File: src/rtl/universal_shift_register.sv
// Parametrised universal shift register: hold, shift left/right, parallel load, and a frame counter.
// Optional rotate modes (100 ROL, 101 ROR) are enabled by defining USR_ROTATE_EN.
module universal_shift_register #(
    parameter int               WIDTH     = 8,
    parameter logic [WIDTH-1:0] RESET_VAL = '0,
    parameter int               CW        = $clog2(WIDTH)
) (
    input  logic             clk,
    input  logic             reset,
    input  logic             en,
    input  logic [2:0]       mode,
    input  logic             sin_lsb,
    input  logic             sin_msb,
    input  logic [WIDTH-1:0] par_in,
    output logic [WIDTH-1:0] data_out,
    output logic [CW-1:0]    shift_cnt,
    output logic             frame_done
);

    localparam logic [CW-1:0] LAST_CNT = CW'(WIDTH - 1);

    localparam logic [2:0] MODE_HOLD = 3'b000;
    localparam logic [2:0] MODE_SHL  = 3'b001;
    localparam logic [2:0] MODE_SHR  = 3'b010;
    localparam logic [2:0] MODE_LOAD = 3'b011;
`ifdef USR_ROTATE_EN
    localparam logic [2:0] MODE_ROL  = 3'b100;
    localparam logic [2:0] MODE_ROR  = 3'b101;
`endif

    logic [WIDTH-1:0] next_data;
    logic             is_shift;
    logic             is_load;

    // Next-state selection; reserved and unsupported modes fall through to hold.
    always_comb begin
        next_data = data_out;
        is_shift  = 1'b0;
        is_load   = 1'b0;
        case (mode)
            MODE_HOLD: next_data = data_out;
            MODE_SHL: begin
                next_data = {data_out[WIDTH-2:0], sin_lsb};
                is_shift  = 1'b1;
            end
            MODE_SHR: begin
                next_data = {sin_msb, data_out[WIDTH-1:1]};
                is_shift  = 1'b1;
            end
            MODE_LOAD: begin
                next_data = par_in;
                is_load   = 1'b1;
            end
`ifdef USR_ROTATE_EN
            MODE_ROL: begin
                next_data = {data_out[WIDTH-2:0], data_out[WIDTH-1]};
                is_shift  = 1'b1;
            end
            MODE_ROR: begin
                next_data = {data_out[0], data_out[WIDTH-1:1]};
                is_shift  = 1'b1;
            end
`endif
            default: next_data = data_out;
        endcase
    end

    always_ff @(posedge clk or negedge reset) begin
        if (!reset) begin
            data_out   <= RESET_VAL;
            shift_cnt  <= '0;
            frame_done <= 1'b0;
        end else if (en) begin
            data_out   <= next_data;
            frame_done <= 1'b0;
            if (is_load) begin
                shift_cnt <= '0;
            end else if (is_shift) begin
                // The WIDTH-th shift closes the frame and restarts the count.
                if (shift_cnt == LAST_CNT) begin
                    shift_cnt  <= '0;
                    frame_done <= 1'b1;
                end else begin
                    shift_cnt <= shift_cnt + CW'(1);
                end
            end
        end else begin
            frame_done <= 1'b0;
        end
    end

endmodule

File: config.mk
export PLATFORM = sky130hd
export DESIGN_NAME = universal_shift_register
export DESIGN_NICKNAME = d
export VERILOG_FILES = /design/src/rtl/universal_shift_register.sv
export SDC_FILE = /design/constraint.sdc
export NUM_CORES = 1
export LEC_CHECK = 0
export ABC_AREA = 1
export CORE_MARGIN = 4
export CORE_UTILIZATION = 45
export CTS_BUF_LIST = sky130_fd_sc_hd__clkbuf_8
export CTS_CLUSTER_DIAMETER = 40
export DETAILED_ROUTE_END_ITERATION = 10
export GPL_TIMING_DRIVEN = 0
export PLACE_DENSITY = 0.92
export SETUP_SLACK_MARGIN = 0.3
export SLEW_MARGIN = 20
export SYNTH_ARGS = -nofsm -noshare
export SYNTH_HDL_FRONTEND = slang
export SYNTH_SLANG_ARGS = --single-unit
File: constraint.sdc
create_clock -name clk -period 1.6 [get_ports clk]
set_clock_uncertainty 0.1 [all_clocks]
set_input_delay 0.32 -clock clk [delete_from_list [all_inputs] [get_ports clk]]
set_output_delay 0.32 -clock clk [all_outputs]
set_load 0.02 [all_outputs]
==> impl_metrics.yaml <==
worst_setup_path:
  worst-path-buf-inv: 1
  endpoint_kind: "primary output"
  max_stage_delay_ns: 0.41
  cp_max_fo: 4
  crit_chain: "buf_2"
  crit_type: "reg -> out"
  arrival_ns: 0.85
  crit_required_ns: 1.18
  cp_slowest_cell: "dfrtp_1"
  critPathTopFamily: "flip-flops"
  startpoint_type: "register"
  r2r_slack_ns: 0.36
grt:
  grt_use_total_pct: 19.0
  grt_pass1_wl_um: 3640
  grt-ovfl-total: 0
  antenna_found_initial: 0
  grt_pass1_vias: 777
  grt_max_degree: 13
layout:
  syn2layout_area_growth_pct: 42.6
  fin_cells: 156
  antenna_cells: 0
  fin_util_pct: 70.1
  num-nets-final: 159
  drive_above_1_share_pct: 27.9
pwr:
  p_leak_uw: 0.000544
  powerDensity_mw_per_mm2: 1140
  peakVddDrop_uv: 809
cts:
  cts_made_buffers: 3
  cts.sinks: 12
  htreeDepth: 1
  clockRootBuffer: "clkbuf_8"
  clkTransAtPathRegs_ns: 0.06
  cts_tree: "yes"
  cts_buffer_depth: 2
  clock_latency_ns: 0.25
drt:
  drcViolationCount: 0
  num_vias: 875
  ant_nets: 0
  wl_per_cell_um: 14.7
  drt_wl_total_um: 2300
  dr.pass1.iters: 4
  drt_iter0_drc: 38
  drt-vias-per-instance: 5.61
status:
  outcome: "finished, final reports clean"
yosys:
  synth_top_area_share_pct: 39.2
  syn_nets: 122
  synth.distinct_cells: 14
  yosysSeqAreaShare_pct: 39.2
  syn-mean-instance-area_um2: 7.36
  synth_area_leaders: "dfrtp_1 (39%), nand2_1 (15%), nand4_1 (13%)"
  synthCells: 104
  synth-seq-cells: 12
  synth_area_leader_cell: "dfrtp_1"
  netlist_area_um2: 766
  yosys_warnings: 0
placement:
  dp_worst_setup_slack_ns: -0.0964
  dp_cells: 146
  dp_hpwl_um: 1450
  place_congestion: 0.884
  port_buffers: 26
sta:
  rsz0062_at_grt: "true"
  finalHoldViolations: 0
  drv_slew: 0
  fin_crit_sh_pct: 79.1
  finalSetupViolCount: 0
  clock.fmax_mhz: 790
  fin_ws_ns: 0.335
  maxSlewHeadroom_pct: 61.4
  tightest_slew_ns: 0.576
  fin_crit_ns: 1.27
die:
  placementRows: 14
  io_pins: 28
  dieArea_mm2: 0.00243
  die_w_um: 49.3
  start_util_pct: 49.1
  core_mm2: 0.00156
  die_h_um: 49.3
flow_run:
  cap_violations: 0
hold_path:
  hold_class: "in -> async"
through the flow:
step / cell area [um2] / total power, uW / setup TNS, ns / hold slack [ns]
after floorplan: 766 / 707 / 0 / -0.0756
after global placement: 1050 / 922 / -0.428 / 0.392
after detailed placement: 1050 / 940 / -0.892 / 0.405
after CTS: 1090 / 1220 / 0 / 0.358
after global routing: 1090 / 1320 / 0 / 0.384
final: 1090 / 1240 / 0 / 0.342
final timing paths:
kind	cells past startpoint	end	from
worst max-delay path	1	data_out[6]	data_out[6]
worst min-delay path	1	data_out[4]	reset
worst max register to register	5	shift_cnt[0]	shift_cnt[0]
worst min register to register	2	shift_cnt[2]	shift_cnt[2]
max in group asynchronous	1	shift_cnt[0]	reset
min in group clk	5	data_out[5]	mode[1]
sequential cells by signal, indices dropped and copies added, names as in the netlist:
register	cells
data_out	8
shift_cnt	3
frame_done	1
power by group:
group / leakage [uW] / switching (uW) / internal [uW]
sequential: 0.000140 / 68.2 / 376
clock: 0.0000288 / 128 / 218
combinational: 0.000375 / 267 / 183
cells in the mapped netlist:
cell type  instances
ha_1               2
inv_1              4
dfrtp_1           12
buf_4              1
nand3_2            1
nor2_1            25
buf_6              3
nand2_1           31
nand3_1            2
buf_2              2
o21ai_2            2
nand4_1           16
inv_2              1
nor2_4             2
area by class of cell:
type	instances	area, um2
inverter	5	18.8
timing repair buffer	32	241
buffer	6	51.3
fill	114	467
tap	16	20.0
sequential	12	300
clock buffer	4	55.1
multi-input combinational	81	405
placed cells by master, fill, tap and decap left out, drive strengths merged:
cell type	netlist	final
nand3	3	3
ha	2	2
o21ai	2	2
nand2	31	31
nand4	16	16
dfrtp	12	12
dlygate4sd2	0	3
clkbuf	0	5
buf	6	23
clkdlybuf4s50	0	11
nor2	27	27
inv	5	5
logic make-up (layout without fill, tap and decap cells):
kind of cell | Yosys count | in the layout | share of synthesized area, %
and+or+nand+nor | 77 | 77 | 46.1
DFF | 12 | 12 | 39.2
buffers and inverters | 11 | 47 | 9.15
adders and majority gates | 2 | 2 | 3.27
AOI/OAI and AO/OA | 2 | 2 | 2.29
routing by layer:
metal  wire, um  vias to the layer above  global-route usage, %
met5          0                        -                      0
met4         23                        0                   4.74
met3        230                        6                   3.67
met2       1170                       59                   33.5
met1        879                      396                   23.3
li1           -                      414                      -
timing repair:
action                                  CTS  global route
gates cloned                              1             0
hold buffers                              0             0
pin swaps                                 3             2
setup buffers                             3             2
gates resized for setup                  52             4
endpoints found under the setup margin   24            10
No activity file was read; power rests on OpenSTA's default activity.
